<file path="src/rtl/alu_pkg.sv">
// Shared types for the pipelined ALU: opcode and control-state encodings.
package alu_pkg;

   typedef enum logic [2:0] {
      OP_ADD = 3'b000,
      OP_SUB = 3'b001,
      OP_AND = 3'b010,
      OP_OR  = 3'b011,
      OP_XOR = 3'b100,
      OP_ADC = 3'b101,
      OP_SHL = 3'b110,
      OP_SHR = 3'b111
   } op_t;

   typedef enum logic [1:0] {
      IDLE  = 2'd0,
      SHIFT = 2'd1,
      LOAD  = 2'd2
   } state_t;

endpackage

</file>
<file path="src/rtl/alu_pipe_if.sv">
// Operand/result handshake bundle for alu_pipe.
// Handshake: a beat transfers on a rising clock edge where valid and ready are
// both high; valid must not depend on ready, and the source holds its payload
// stable while valid is high and ready is low.
interface alu_pipe_if #(parameter int WIDTH = 8);

   logic             in_valid;
   logic             in_ready;
   logic [WIDTH-1:0] A;
   logic [WIDTH-1:0] B;
   logic [2:0]       Sel;
   logic             out_valid;
   logic             out_ready;
   logic [WIDTH-1:0] Result;
   logic             Carry;
   logic             Zero;
   logic             Overflow;
   logic             busy;

   modport master (
      output in_valid, A, B, Sel, out_ready,
      input  in_ready, out_valid, Result, Carry, Zero, Overflow, busy
   );

   modport slave (
      input  in_valid, A, B, Sel, out_ready,
      output in_ready, out_valid, Result, Carry, Zero, Overflow, busy
   );

endinterface

</file>
<file path="src/rtl/alu_core.sv">
// Combinational WIDTH-bit add/subtract/logic unit. Shifts are handled by the
// iterative shifter in alu_pipe, so they fall through to the default here.
module alu_core
   import alu_pkg::*;
#(
   parameter int WIDTH = 8
) (
   input  logic [WIDTH-1:0] a,
   input  logic [WIDTH-1:0] b,
   input  logic             cin,
   input  op_t              op,
   output logic [WIDTH-1:0] r,
   output logic             c,
   output logic             v
);

   localparam int MSB = WIDTH - 1;

   logic [WIDTH:0] sum;
   logic [WIDTH:0] diff;

   assign sum  = {1'b0, a} + {1'b0, b} + {{WIDTH{1'b0}}, cin};
   // Top bit of the widened difference is the unsigned borrow.
   assign diff = {1'b0, a} - {1'b0, b};

   // Select the operation result and its carry/overflow flags.
   always_comb begin
      r = '0;
      c = 1'b0;
      v = 1'b0;
      case (op)
         OP_ADD, OP_ADC: begin
            r = sum[MSB:0];
            c = sum[WIDTH];
            v = (a[MSB] == b[MSB]) && (sum[MSB] != a[MSB]);
         end
         OP_SUB: begin
            r = diff[MSB:0];
            c = diff[WIDTH];
            v = (a[MSB] != b[MSB]) && (diff[MSB] != a[MSB]);
         end
         OP_AND: r = a & b;
         OP_OR:  r = a | b;
         OP_XOR: r = a ^ b;
         default: ;
      endcase
   end

endmodule

</file>
<file path="src/rtl/alu_pipe.sv">
// Handshaked ALU: single-cycle arithmetic/logic ops, bit-serial shifts,
// registered result/flags and a stored carry for ADC chaining.
module alu_pipe
   import alu_pkg::*;
#(
   parameter int WIDTH = 8
) (
   input  logic   clk,
   input  logic   rst_n,
   alu_pipe_if.slave bus,
   output state_t dbg_state
);

   localparam int MSB     = WIDTH - 1;
   localparam int SHAMT_W = $clog2(WIDTH);

   state_t             state_q, state_d;
   logic [SHAMT_W-1:0] cnt_q;
   logic [WIDTH-1:0]   sr_q;
   logic               sc_q;
   logic               dir_q;
   logic               c_flag;
   logic               out_valid_q;
   logic [WIDTH-1:0]   result_q;
   logic               carry_q, zero_q, ovf_q;

   op_t                op;
   logic [SHAMT_W-1:0] n;
   logic               is_shift, accept, start_shift, out_free, last_shift;
   logic               load_direct, load_shift, load;
   logic [WIDTH-1:0]   sr_nxt, core_r, ld_r;
   logic               sc_nxt, core_c, core_v, ld_c, ld_v;

   assign op          = op_t'(bus.Sel);
   assign n           = bus.B[SHAMT_W-1:0];
   assign is_shift    = (op == OP_SHL) || (op == OP_SHR);
   assign out_free    = ~out_valid_q | bus.out_ready;
   assign bus.in_ready = rst_n & (state_q == IDLE) & out_free;
   assign accept      = bus.in_valid & bus.in_ready;
   assign start_shift = accept & is_shift & (n != '0);
   assign last_shift  = (state_q == SHIFT) && (cnt_q == SHAMT_W'(1));
   assign sr_nxt      = dir_q ? (sr_q >> 1) : (sr_q << 1);
   assign sc_nxt      = dir_q ? sr_q[0] : sr_q[MSB];
   assign load_direct = accept & ~start_shift;
   assign load_shift  = (last_shift | (state_q == LOAD)) & out_free;
   assign load        = load_direct | load_shift;

   alu_core #(.WIDTH(WIDTH)) u_core (
      .a   (bus.A),
      .b   (bus.B),
      .cin ((op == OP_ADC) ? c_flag : 1'b0),
      .op  (op),
      .r   (core_r),
      .c   (core_c),
      .v   (core_v)
   );

   // Pick what the output register captures: finished shift, zero-count shift, or core result.
   always_comb begin
      ld_r = core_r;
      ld_c = core_c;
      ld_v = core_v;
      if (load_shift) begin
         ld_r = (state_q == LOAD) ? sr_q : sr_nxt;
         ld_c = (state_q == LOAD) ? sc_q : sc_nxt;
         ld_v = 1'b0;
      end else if (is_shift) begin
         ld_r = bus.A;
         ld_c = 1'b0;
         ld_v = 1'b0;
      end
   end

   // Control state register.
   always_ff @(posedge clk or negedge rst_n) begin
      if (!rst_n) state_q <= IDLE;
      else        state_q <= state_d;
   end

   // Next-state: LOAD only parks a finished shift if the output is still occupied.
   always_comb begin
      state_d = state_q;
      case (state_q)
         IDLE:    if (start_shift) state_d = SHIFT;
         SHIFT:   if (last_shift) state_d = out_free ? IDLE : LOAD;
         LOAD:    if (out_free) state_d = IDLE;
         default: state_d = IDLE;
      endcase
   end

   // Shifter: capture operand and count at accept, then one bit per cycle.
   always_ff @(posedge clk or negedge rst_n) begin
      if (!rst_n) begin
         sr_q  <= '0;
         cnt_q <= '0;
         sc_q  <= 1'b0;
         dir_q <= 1'b0;
      end else if (start_shift) begin
         sr_q  <= bus.A;
         cnt_q <= n;
         sc_q  <= 1'b0;
         dir_q <= (op == OP_SHR);
      end else if (state_q == SHIFT) begin
         sr_q  <= sr_nxt;
         sc_q  <= sc_nxt;
         cnt_q <= cnt_q - SHAMT_W'(1);
      end
   end

   // Output register and stored carry; holds under backpressure, clears valid on drain.
   always_ff @(posedge clk or negedge rst_n) begin
      if (!rst_n) begin
         out_valid_q <= 1'b0;
         result_q    <= '0;
         carry_q     <= 1'b0;
         zero_q      <= 1'b0;
         ovf_q       <= 1'b0;
         c_flag      <= 1'b0;
      end else if (load) begin
         out_valid_q <= 1'b1;
         result_q    <= ld_r;
         carry_q     <= ld_c;
         zero_q      <= (ld_r == '0);
         ovf_q       <= ld_v;
         c_flag      <= ld_c;
      end else if (bus.out_ready) begin
         out_valid_q <= 1'b0;
      end
   end

   assign bus.out_valid = out_valid_q;
   assign bus.Result    = result_q;
   assign bus.Carry     = carry_q;
   assign bus.Zero      = zero_q;
   assign bus.Overflow  = ovf_q;
   assign bus.busy      = (state_q == SHIFT);
   assign dbg_state     = state_q;

endmodule

</file>
<file path="src/flat_wrapper.sv">
// flat-port wrapper written by rule: the top's interface ports become plain ports
module alu_pipe_flat import alu_pkg::*;
#(
   parameter int WIDTH = 8
)
  (clk, rst_n, dbg_state, bus_in_valid, bus_A, bus_B, bus_Sel, bus_out_ready, bus_in_ready, bus_out_valid, bus_Result, bus_Carry, bus_Zero, bus_Overflow, bus_busy);
  alu_pipe_if #(.WIDTH(WIDTH)) bus_i ();
  input  logic clk;
  input  logic rst_n;
  output state_t dbg_state;
  input wire logic [$bits(bus_i.in_valid)-1:0] bus_in_valid;
  input wire logic [$bits(bus_i.A)-1:0] bus_A;
  input wire logic [$bits(bus_i.B)-1:0] bus_B;
  input wire logic [$bits(bus_i.Sel)-1:0] bus_Sel;
  input wire logic [$bits(bus_i.out_ready)-1:0] bus_out_ready;
  output wire logic [$bits(bus_i.in_ready)-1:0] bus_in_ready;
  output wire logic [$bits(bus_i.out_valid)-1:0] bus_out_valid;
  output wire logic [$bits(bus_i.Result)-1:0] bus_Result;
  output wire logic [$bits(bus_i.Carry)-1:0] bus_Carry;
  output wire logic [$bits(bus_i.Zero)-1:0] bus_Zero;
  output wire logic [$bits(bus_i.Overflow)-1:0] bus_Overflow;
  output wire logic [$bits(bus_i.busy)-1:0] bus_busy;
  assign bus_i.in_valid = bus_in_valid;
  assign bus_i.A = bus_A;
  assign bus_i.B = bus_B;
  assign bus_i.Sel = bus_Sel;
  assign bus_i.out_ready = bus_out_ready;
  assign bus_in_ready = bus_i.in_ready;
  assign bus_out_valid = bus_i.out_valid;
  assign bus_Result = bus_i.Result;
  assign bus_Carry = bus_i.Carry;
  assign bus_Zero = bus_i.Zero;
  assign bus_Overflow = bus_i.Overflow;
  assign bus_busy = bus_i.busy;
  alu_pipe #(.WIDTH(WIDTH)) u_core (.clk(clk), .rst_n(rst_n), .bus(bus_i), .dbg_state(dbg_state));
endmodule
</file>
<file path="config.mk">
export PLATFORM = sky130hd
export DESIGN_NAME = alu_pipe_flat
export DESIGN_NICKNAME = d
export VERILOG_FILES = /design/src/rtl/alu_pkg.sv /design/src/rtl/alu_pipe_if.sv /design/src/rtl/alu_core.sv /design/src/rtl/alu_pipe.sv /design/src/flat_wrapper.sv
export SDC_FILE = /design/constraint.sdc
export NUM_CORES = 1
export LEC_CHECK = 0
export BUFFER_PORTS_ARGS = -buffer_cell sky130_fd_sc_hd__buf_2
export CAP_MARGIN = 30
export CORE_ASPECT_RATIO = 0.8
export CORE_MARGIN = 10
export CORE_UTILIZATION = 41
export CTS_CLUSTER_SIZE = 10
export DETAILED_ROUTE_END_ITERATION = 16
export SLEW_MARGIN = 20
export SYNTH_ARGS = -nofsm -noshare
export SYNTH_HDL_FRONTEND = slang
export SYNTH_SLANG_ARGS = --single-unit
</file>
<file path="constraint.sdc">
create_clock -name clk -period 3.4 [get_ports clk]
set_input_delay 0.17 -clock clk [delete_from_list [all_inputs] [get_ports clk]]
set_output_delay 0.17 -clock clk [all_outputs]
set_load 0.05 [all_outputs]
</file>
* Yosys cells after proc, flatten, opt, wreduce, memory -nomap -nowiden
Cells that the tools add are included.
Widths: inputs -> output; s select.
** Operators by class
- Add/subtract/negate cells :: 4
- Equal/unequal tests :: 17
- Muxes and demuxes :: 27
- Bitwise logic cells :: 15
- Reduce and logical (&&, ||, !) cells :: 12
** Operator list (count)
- $mux 8 :: 6
- $pmux 8 s5 :: 1
- $eq 3x3->1 const B :: 4
- $mux 1 :: 11
- $add 8x8->9 :: 1
- $add 9x1->9 :: 1
- $sub 8x8->9 :: 1
- $and 8x8->8 :: 1
- $logic_not 8->1 :: 1
- $mux 2 :: 4
- $or 8x8->8 :: 1
- $xor 8x8->8 :: 1
- $and 1x1->1 :: 7
- $eq 3x1->1 const B :: 2
- $eq 3x2->1 const B :: 2
- $mux 3 :: 2
- $ne 2x1->1 const B :: 3
- $pmux 2 s3 :: 1
- $pmux 1 s2 :: 2
- $reduce_bool 2->1 :: 2
- $logic_and 1x1->1 :: 3
- $logic_not 3->1 :: 1
- $ne 1x1->1 :: 3
- $or 1x1->1 :: 3
- 10 further kinds :: 11
** Storage, ports and cells
- Flip-flop bits (word level) :: 27
- Input port bits :: 23
- Output and inout bits :: 16

* Longest topological paths before layout
Gate-level depths: netlist of run 1.
- Word-level depth :: 10
- Mapped depth :: 13

* Cells and area by module
Synthesis of run 1 repeated with hierarchy kept, for this count alone.
** Second synthesis, totals
- Cell total of the unflattened synthesis :: 339
- Area total of the unflattened synthesis :: 2954.1 um^2
** By module, submodules not included
- alu_pipe :: times used 1, cells each 170, area an instance 1704.1 um^2
- alu_core :: times used 1, cells each 169, area an instance 1249.9 um^2

* Least setup slack after synthesis of run 1
Ideal clock, no wire load.
- Path kind :: register to register
- Start :: register u_core.c_flag
- End :: register u_core.zero_q (netlist: u_core.bus.Zero)
- Arrival :: 3.109 ns
- Slack :: 0.225 ns
- Stages on the path, launching flop included :: 11
- Period minus slack after synthesis :: 3.175 ns
- Path through :: dfrtp_1 nand3_1 fa_1 fa_1 inv_1 mux4_2 o211ai_2 o211ai_1 or3_1 a211oi_2 a31o_1
** On the way
- Longest elaborated chain between the ends :: 6
** Ends and longest elaborated chain
- start: declaration :: RTL line alu_pipe.sv:22 : logic c_flag;
- start signal: assignment :: RTL line alu_pipe.sv:125 : c_flag <= ld_c;
- $mux 1 :: RTL line alu_pipe.sv:51 : .cin ((op == OP_ADC) ? c_flag : 1'b0),
- $add 9x1->9 :: RTL line alu_core.sv:22 : assign sum = {1'b0, a} + {1'b0, b} + {{WIDTH{1'b0}}, cin};
- $pmux 8 s5 :: RTL line alu_core.sv:31 : case (op)
- $mux 8 :: RTL line alu_pipe.sv:67 : end else if (is_shift) begin
- $mux 8 :: RTL line alu_pipe.sv:63 : if (load_shift) begin
- $logic_not 8->1 :: RTL line alu_pipe.sv:123 : zero_q <= (ld_r == '0);
- end signal: assignment :: RTL line alu_pipe.sv:123
- end: declaration :: RTL line alu_pipe.sv:25 : logic carry_q, zero_q, ovf_q;
No other way between the ends.
A chain may end at the register's enable or synchronous reset.

* Worst setup path after layout of run 1
Same ends and word-level chain as after synthesis.

==> results of run 1 <==
-- cell usage in the layout (no fill, tap or decap), drive strengths merged, types with 3 or more instances in the layout --
| cell type | count |
|---|---|
| nand2b | 12 |
| o311ai | 6 |
| clkbuf | 3 |
| nor3 | 9 |
| nand2 | 29 |
| a22oi | 3 |
| buf | 45 |
| o22ai | 3 |
| o31ai | 4 |
| nor2 | 32 |
| inv | 31 |
| mux2 | 3 |
| a221o | 7 |
| nand3 | 7 |
| a221oi | 4 |
| a31o | 3 |
| nor2b | 10 |
| and2 | 3 |
| a31oi | 3 |
| o211ai | 7 |
| a211oi | 9 |
| or3 | 4 |
| mux2i | 8 |
| xnor2 | 3 |
| fa | 3 |
| dfrtp | 27 |
| ha | 27 |
| a21oi | 24 |
| o21ai | 24 |
-- path summary, 6_finish.rpt --
path | from | end | slack [ns] | cells past startpoint
setup / recovery | u_core.c_flag | u_core.bus.Zero | 0.38 | 10
hold / removal | bus_out_ready | u_core.dbg_state[1] | 0.15 | 3
setup reg to reg | u_core.c_flag | u_core.bus.Zero | 0.38 | 10
hold reg to reg | u_core.bus.Result[6] | u_core.bus.Result[6] | 0.48 | 2
max in group asynchronous | rst_n | u_core.c_flag | 2.68 | 3
min in group asynchronous | rst_n | u_core.sr_q[7] | 0.46 | 3
-- worst reg2reg max path, stage by stage, from the launching register on --
cell      delay, ns
dfrtp_1        0.40
nand3_1        0.11
fa_1           0.42
fa_1           0.52
inv_1          0.04
mux4_2         0.45
o211ai_2       0.15
o211ai_1       0.12
or3_1          0.41
a211oi_2       0.20
a31o_1         0.15
-- area by class of cell --
type	count	share of cell area (%)
inverter	31	3.75
clock buffer	3	1.30
clock inverter	1	0.237
multi-input combinational	277	62.0
sequential	27	21.3
timing repair buffer	46	7.97
tap	87	3.43
-- synth_stat cells, types with 4 or more instances --
master / n / area [um2]
a21oi_1: 23 / 115
nand3_1: 7 / 35.0
nor3_1: 9 / 45.0
o21ai_0: 13 / 65.1
ha_1: 27 / 338
mux2i_1: 8 / 80.1
inv_1: 28 / 105
a221oi_1: 4 / 35.0
nand2_1: 29 / 109
or3_1: 4 / 25.0
nor2b_1: 10 / 62.6
clkbuf_1: 12 / 45.0
o211ai_1: 6 / 45.0
dfrtp_1: 27 / 676
nor2_1: 32 / 120
o21ai_1: 11 / 55.1
o31ai_1: 4 / 30.0
a211oi_1: 8 / 60.1
buf_2: 4 / 20.0
nand2b_1: 12 / 75.1
a221o_1: 7 / 70.1
-- through the flow --
stage,cells,power [mW],util (%)
finish,472,1.80,46.5
floorplan,354,1.33,-
detailed placement,467,1.60,45.6
CTS,472,1.80,46.5
global route,472,1.92,46.5
global placement,467,1.59,45.6
-- state kept, by name, indices dropped and copies added (netlist names), 2 cells and up --
signal	count
u_core.dbg_state	2
u_core.sr_q	8
u_core.cnt_q	3
u_core.bus.Result	8
-- routing by layer --
layer | GRT usage (%) | vias up
met4 | 1.79 | 0
met3 | 3.30 | 4
met1 | 23.5 | 1330
met5 | 0 | -
li1 | - | 1347
met2 | 22.5 | 133
-- logic make-up after synthesis --
| logic type | after synthesis | share of synthesized area, % |
|---|---|---|
| flip-flops | 27 | 23.7 |
| XOR/XNOR | 4 | 1.23 |
| AND/OR/NAND/NOR | 116 | 20.4 |
| multiplexers | 12 | 4.79 |
| AO/OA/AOI/OAI | 115 | 28.6 |
| buffers and inverters | 50 | 7.25 |
| adder cells (fa/ha/maj) | 30 | 14.0 |
-- report_power, final --
| part | switching (mW) | total [mW] | internal, mW |
|---|---|---|---|
| combinational | 0.675 | 1.03 | 0.350 |
| clock | 0.113 | 0.196 | 0.0835 |
| sequential | 0.129 | 0.576 | 0.447 |
| total | 0.917 | 1.80 | 0.881 |
-- repair_timing --
| item | 4_1_cts | 5_1_grt |
|---|---|---|
| hold buffers | 1 | 0 |
| resized for setup | 0 | 0 |
| hold endpoints to repair | 27 | 0 |
| buffers inserted | 0 | 0 |
==> reports/results.ini, run 1 <==
[setup_path]
setup.worst_path.start_class = flip-flop
crit_arrival_ns = 3.24
cp_max_fo = 3
crit_chain = nand3_1 -> fa_1 -> fa_1 -> inv_1 -> mux4_2 -> o211ai_2 -> o211ai_1 -> or3_1 -> a211oi_2 -> a31o_1
slowest_stage = fa_1
crit_family = adder cells
critPathMaxStageDelay_ns = 0.52
crit_buf_inv = 1
end_kind = flip-flop
crit_path_frequent_cell = fa_1
crit_required_ns = 3.63
criticalPathCategory = reg -> reg

[detailed_routing]
wl_met3_um = 674
wl_per_cell_um = 18.3
firstDrtPassIters = 5
wl_met2_mm = 3.70
drc = 0
drtIter0Drc = 220
finalWirelength_mm = 8.65
vias = 2814
postRouteAntennaNets = 0
viasPerCell = 5.96
m1WireLength_mm = 4.24
dr.max_layer_used = met4

[logic_synthesis]
ys.flop_type = dfrtp_1
ys_seq_area_share_pct = 23.7
synth_edf_count = 0
syn-cell-area_um2 = 2850
synthArstFlopShare_pct = 100
synthesis.nets = 407
synth_cell_type_count = 62
synthCells = 354
synth_seq_cells = 27
yosys_warnings = 0
synth.avg_cell_area_um2 = 8.04

[layout]
final_cell_area_um2 = 3170
drive_above_1_share_pct = 15.8
seq_area_um2 = 676
fin_nets = 439
multi_input_area_um2 = 1970
num-fill-cells = 686
syn2layout_area_growth_pct = 11.3
n_antenna_cell = 0

[cts]
cts.reportedPaths.clkPinSlew_ns = 0.10
cts_sinks = 27
clock_latency_ns = 0.28
htree_levels = 1
cts.path.max_buffers = 2
cts_tree = yes
cts_buffers = 3
clock-root-buffer = clkbuf_8

[floorplan]
top_level_ports = 39
die_area_um2 = 10700
coreArea_um2 = 6820
die-height_um = 94.5
die_width_um = 113
start_util_pct = 41.7
rows = 27

[global_route]
antenna_found_initial = 0
grt_pass1_vias = 2508
grt_overflow = 0
grtUsageTotal_pct = 15.6
grt_max_degree = 28
grt_pass1_wl_mm = 13.6

[placement]
place_area_um2 = 3110
dp_hpwl_mm = 6.74
place_worst_setup_slack_ns = 0.338
gp_congestion = 0.968
numPortBuffers = 38

[power]
vdd_drop_max_uv = 244
power_density_nw_per_um2 = 567
p_leak_nw = 1.47

[sta]
finalCritPeriodShare_pct = 88.7
tightestPinTransition_ns = 0.736
worst_hold_slack_ns = 0.151
skew_ns = 0.00209
fmax_mhz = 332
slew_headroom_pct = 50.2
slew_viol_final = 0
rsz0062_at_grt = false
setup_viol = 0
setup_ws_ns = 0.384
min_period_ns = 3.02
hold_viol = 0
finalSetupTns_ns = 0

[flow_run]
cap_violations = 0

[worst_hold_path]
hold_class = in -> reg

[run_status]
status = complete, no violations

Power figures use the tool's default switching activity.
==> run 2: changes to the inputs <==
--- a/config.mk
+++ b/config.mk
@@ -7,11 +7,12 @@
 export LEC_CHECK = 0
 export BUFFER_PORTS_ARGS = -buffer_cell sky130_fd_sc_hd__buf_2
 export CAP_MARGIN = 30
-export CORE_ASPECT_RATIO = 0.8
+export CORE_ASPECT_RATIO = 0.6
 export CORE_MARGIN = 10
-export CORE_UTILIZATION = 41
+export CORE_UTILIZATION = 59
 export CTS_CLUSTER_SIZE = 10
 export DETAILED_ROUTE_END_ITERATION = 16
+export PLACE_DENSITY = 0.82
 export SLEW_MARGIN = 20
 export SYNTH_ARGS = -nofsm -noshare
 export SYNTH_HDL_FRONTEND = slang
==> reports/results.ini, run 2 (synthesis gave the netlist of run 1 again) <==
[cts]
cts_tree = yes
cts_sinks = 27  ; unchanged
htree_levels = 1  ; unchanged
cts_setup_buffers = 0  ; unchanged
cts_buffers = 3  ; unchanged
clock-root-buffer = clkbuf_8
clock_latency_ns = 0.29  ; about the same
cts.path.max_buffers = 2  ; unchanged
cts.reportedPaths.clkPinSlew_ns = 0.10  ; about the same

[placement]
dp_hpwl_mm = 6.75  ; +0.18%
numPortBuffers = 38  ; unchanged
dp_cells = 444  ; -4.9%
gp_congestion = 1.00  ; +3.8%

[global_route]
grt_overflow = 0  ; unchanged
grtUsageTotal_pct = 21.0  ; +5.5 points
grt_pass1_vias = 2601  ; +3.7%
grt_max_degree = 29  ; +3.6%
grt_pass1_wl_mm = 13.4  ; -1.8%
antenna_found_initial = 0  ; unchanged

[detailed_routing]
wl_per_cell_um = 19.0  ; +3.7%
finalWirelength_mm = 8.53  ; -1.4%
drc = 0  ; unchanged
viasPerCell = 6.51  ; +9.1%
vias = 2921  ; +3.8%
firstDrtPassIters = 7  ; +2
postRouteAntennaNets = 0  ; unchanged
drtIter0Drc = 322  ; +46%

[setup_path]
crit_chain = nand3_1 -> fa_1 -> fa_1 -> inv_1 -> mux4_2 -> o211ai_2 -> o211ai_1 -> or3_1 -> a211oi_2 -> a31o_1
crit_arrival_ns = 3.35  ; +0.11 ns
criticalPathCategory = reg -> reg
setup.worst_path.start_class = flip-flop
cp_max_fo = 3  ; unchanged
end_kind = flip-flop
crit_required_ns = 3.63  ; about the same
slowest_stage = fa_1
critPathMaxStageDelay_ns = 0.52  ; about the same
crit_path_frequent_cell = fa_1
r2r_slack_ns = 0.28  ; -0.10 ns

[layout]
num-fill-cells = 385  ; -44%
n_antenna_cell = 0  ; unchanged
drive_above_1_share_pct = 16.1  ; +0.22 points
layout.cells.non_filler = 449  ; -4.9%
seq_area_um2 = 676  ; unchanged
fin_nets = 440  ; +0.23%
multi_input_area_um2 = 1970  ; unchanged
syn2layout_area_growth_pct = 10.5
final_cell_mix = buf_2, nor2_1, nand2_1
final_common_cell = buf_2

[sta]
min_period_ns = 3.12  ; +0.0998 ns
rsz0062_at_grt = false
tightestPinTransition_ns = 0.762  ; +0.0260 ns
finalCritPeriodShare_pct = 91.6  ; +2.9 points
finalSetupTns_ns = 0  ; unchanged
worst_hold_slack_ns = 0.165  ; +0.0136 ns
setup_viol = 0  ; unchanged
hold_viol = 0  ; unchanged
fmax_mhz = 321  ; -3.2%
slew_viol_final = 0  ; unchanged
slew_headroom_pct = 48.4  ; -1.8 points
skew_ns = 0.00412  ; +0.00203 ns

[floorplan]
die_width_um = 110  ; -3.1%
start_util_pct = 61.7  ; +20 points
coreArea_um2 = 4610  ; -32%
die-height_um = 73.8  ; -22%
rows = 19  ; -30%
top_level_ports = 39  ; unchanged
die_area_um2 = 8100  ; -24%

[worst_hold_path]
hold_class = in -> reg

[flow_run]
cap_violations = 0  ; unchanged

[power]
p_leak_nw = 1.48  ; +0.24%
power_density_nw_per_um2 = 578  ; +2.0%
vdd_drop_max_uv = 466  ; +92%

[run_status]
status = complete, no violations

-- run 2: cell count changes in the layout (fill, tap and decap cells not counted), sizes merged --
cell,before,now
buf,45,46
-- run 2: repair_timing --
item	CTS	global route
hold buffers	1	0
endpoints found under the hold margin	27	0
gates resized for setup	0	0
-- run 2: worst max-delay path: cells and delay by family (launching register included) --
family / cells / cell delay (ns)
multiplexers: 1 / 0.45
AO/OA/AOI/OAI: 4 / 0.66
flip-flops: 1 / 0.42
buffers and inverters: 1 / 0.05
AND/OR/NAND/NOR: 2 / 0.54
adder cells (fa/ha/maj): 2 / 0.95
-- run 2: report_power, final --
part	total [mW]	internal (mW)	switching (mW)
combinational	1.04	0.354	0.686
sequential	0.580	0.447	0.133
clock	0.200	0.0838	0.116
-- run 2: per-layer routing --
metal	wire (um)	global-route usage, %	up-vias
met5	0	0	-
met3	1140	6.03	13
met4	123	5.46	0
met2	3380	28.5	210
li1	-	-	1349
met1	3890	31.2	1349
-- run 2: final timing paths --
kind | start | endpoint | depth (start not counted)
worst max-delay path | u_core.c_flag | u_core.bus.Zero | 10
worst min-delay path | bus_A[4] | u_core.sr_q[4] | 3
worst max register to register | u_core.c_flag | u_core.bus.Zero | 10
worst min register to register | u_core.bus.Result[3] | u_core.bus.Result[3] | 2
max in group asynchronous | rst_n | u_core.sr_q[5] | 3
min in group asynchronous | rst_n | u_core.bus.Result[0] | 3
-- run 2: per-stage QoR --
stage                     instance area (um2)  total power [mW]  utilization [%]  setup WS [ns]
after floorplan                          2850              1.33                -          0.225
after global placement                   3080              1.58             66.8          0.343
after detailed placement                 3090              1.60             66.9          0.209
after CTS                                3150              1.80             68.2          0.293
after global routing                     3150              1.93             68.2          0.184
final                                    3150              1.82             68.2          0.284
-- run 2: layout make-up --
cell class | count | share of cell area, %
multi-input cells | 277 | 62.5
flip-flops and latches | 27 | 21.5
repair buffers | 47 | 8.19
inverters | 31 | 3.78
well taps | 63 | 2.51
clock buffers | 3 | 1.31
clock inverters | 1 | 0.239
==> run 3: changes to the inputs <==
--- a/config.mk
+++ b/config.mk
@@ -7,12 +7,14 @@
 export LEC_CHECK = 0
 export BUFFER_PORTS_ARGS = -buffer_cell sky130_fd_sc_hd__buf_2
 export CAP_MARGIN = 30
+export CELL_PAD_IN_SITES_DETAIL_PLACEMENT = 0
+export CELL_PAD_IN_SITES_GLOBAL_PLACEMENT = 1
 export CORE_ASPECT_RATIO = 0.6
 export CORE_MARGIN = 10
-export CORE_UTILIZATION = 59
+export CORE_UTILIZATION = 44
 export CTS_CLUSTER_SIZE = 10
 export DETAILED_ROUTE_END_ITERATION = 16
-export PLACE_DENSITY = 0.82
+export PLACE_DENSITY_LB_ADDON = 0.1
 export SLEW_MARGIN = 20
 export SYNTH_ARGS = -nofsm -noshare
 export SYNTH_HDL_FRONTEND = slang
==> reports/results.ini, run 3 (synthesis gave the netlist of run 1 again) <==
[detailed_routing]
drc = 0  ; unchanged
firstDrtPassIters = 5  ; -2
finalWirelength_mm = 8.80  ; +3.2%
vias = 2785  ; -4.7%
wl_per_cell_um = 18.7  ; -1.4%
drtIter0Drc = 353  ; +9.6%
viasPerCell = 5.93  ; -8.9%
postRouteAntennaNets = 0  ; unchanged

[layout]
syn2layout_area_growth_pct = 11.5
final_cell_area_um2 = 3170  ; +0.91%
layout.cells.non_filler = 470  ; +4.7%
seq_area_um2 = 676  ; unchanged
n_antenna_cell = 0  ; unchanged
final_common_cell = buf_2
num-fill-cells = 636  ; +65%
multi_input_area_um2 = 1970  ; unchanged
final_cell_mix = buf_2, nor2_1, nand2_1
fin_nets = 440  ; unchanged
drive_above_1_share_pct = 16.1  ; unchanged

[sta]
skew_ns = 0.00615  ; +0.00203 ns
finalCritPeriodShare_pct = 90.1  ; -1.5 points
hold_viol = 0  ; unchanged
min_period_ns = 3.06  ; -0.0511 ns
slew_headroom_pct = 45.7  ; -2.8 points
finalSetupTns_ns = 0  ; unchanged
tightestPinTransition_ns = 0.815  ; +0.0534 ns
rsz0062_at_grt = false
fmax_mhz = 326  ; +1.7%
slew_viol_final = 0  ; unchanged
setup_viol = 0  ; unchanged

[flow_run]
cap_violations = 0  ; unchanged

[placement]
gp_congestion = 0.978  ; -2.6%
place_area_um2 = 3120  ; +0.93%
numPortBuffers = 38  ; unchanged
dp_hpwl_mm = 6.98  ; +3.4%
dp_cells = 465  ; +4.7%

[cts]
cts.reportedPaths.clkPinSlew_ns = 0.10  ; about the same
clock_latency_ns = 0.28  ; about the same
cts_buffers = 3  ; unchanged
clock-root-buffer = clkbuf_8
cts_tree = yes
htree_levels = 1  ; unchanged
cts_sinks = 27  ; unchanged
cts.path.max_buffers = 2  ; unchanged

[power]
power_density_nw_per_um2 = 570  ; -1.5%
p_leak_nw = 1.48  ; about the same
vdd_drop_max_uv = 292  ; -37%
total_power_mw = 1.81  ; -0.63%

[global_route]
grt_pass1_vias = 2556  ; -1.7%
grtUsageTotal_pct = 17.5  ; -3.6 points
grt_max_degree = 28  ; -3.4%
antenna_found_initial = 0  ; unchanged
grt_overflow = 0  ; unchanged
grt_pass1_wl_mm = 14.1  ; +5.2%

[floorplan]
die_width_um = 124  ; +13%
coreArea_um2 = 6190  ; +34%
top_level_ports = 39  ; unchanged
die-height_um = 82.3  ; +12%
start_util_pct = 46.0  ; -16 points
rows = 22  ; +3
die_area_um2 = 10200  ; +26%

[setup_path]
cp_max_fo = 3  ; unchanged
crit_required_ns = 3.63  ; about the same
crit_arrival_ns = 3.29  ; -0.06 ns
criticalPathCategory = reg -> reg
end_kind = flip-flop
setup.worst_path.start_class = flip-flop

[run_status]
status = complete, no violations

[worst_hold_path]
hold_class = in -> reg

[run 3: cell types whose count changed in the layout (fill, tap and decap cells not counted)]
cell	before	now
buf_2	39	38
buf_4	7	8
[run 3: metrics by stage]
step	hold WS, ns	utilization [%]	worst slack [ns]
2_1_floorplan	-0.126	-	0.225
3_3_place_gp	0.259	50.3	0.374
3_5_place_dp	0.252	50.3	0.319
4_1_cts	0.175	51.3	0.349
5_1_grt	0.176	51.3	0.225
6_report	0.178	51.3	0.335
[run 3: final cells by class]
type	instances	share of cell area, %
repair buffers	47	8.20
multi-input cells	277	61.9
flip-flops and latches	27	21.3
inverters	31	3.74
clock buffers	3	1.30
well taps	84	3.31
clock inverters	1	0.237
[run 3: path summary, 6_finish.rpt]
kind / cells past startpoint / start / endpoint / slack (ns)
min: 3 / bus_A[4] / u_core.sr_q[4] / 0.18
max: 10 / u_core.c_flag / u_core.bus.Zero / 0.34
max in group asynchronous: 3 / rst_n / u_core.sr_q[4] / 2.68
max reg2reg: 10 / u_core.c_flag / u_core.bus.Zero / 0.34
min in group asynchronous: 3 / rst_n / u_core.bus.Result[5] / 0.46
min reg2reg: 2 / u_core.bus.Result[3] / u_core.bus.Result[3] / 0.49
[run 3: report_power, final]
| group | total (mW) | internal, mW | leakage, nW | switching (mW) |
|---|---|---|---|---|
| sequential | 0.580 | 0.447 | 0.344 | 0.133 |
| combinational | 1.03 | 0.355 | 1.11 | 0.678 |
| clock | 0.195 | 0.0835 | 0.0217 | 0.112 |
[run 3: timing repair]
action,CTS,global route
hold buffers,1,0
endpoints found under the hold margin,27,0
gates resized for setup,0,0
buffers inserted,0,0
[run 3: critical path, cell delays in order (launching register included)]
cell and delay (ns):
dfrtp_1 0.42, nand3_1 0.11, fa_1 0.42, fa_1 0.51, inv_1 0.04, mux4_2 0.45
o211ai_2 0.17, o211ai_1 0.13, or3_1 0.40, a211oi_2 0.20, a31o_1 0.16
[run 3: routing by layer]
| layer | GRT usage (%) | vias up | wire length (um) |
|---|---|---|---|
| met5 | 0 | - | 0 |
| met4 | 1.74 | 0 | 13 |
| met3 | 3.86 | 2 | 758 |
| met2 | 23.8 | 110 | 3360 |
| met1 | 27.6 | 1324 | 4670 |
| li1 | - | 1349 | - |
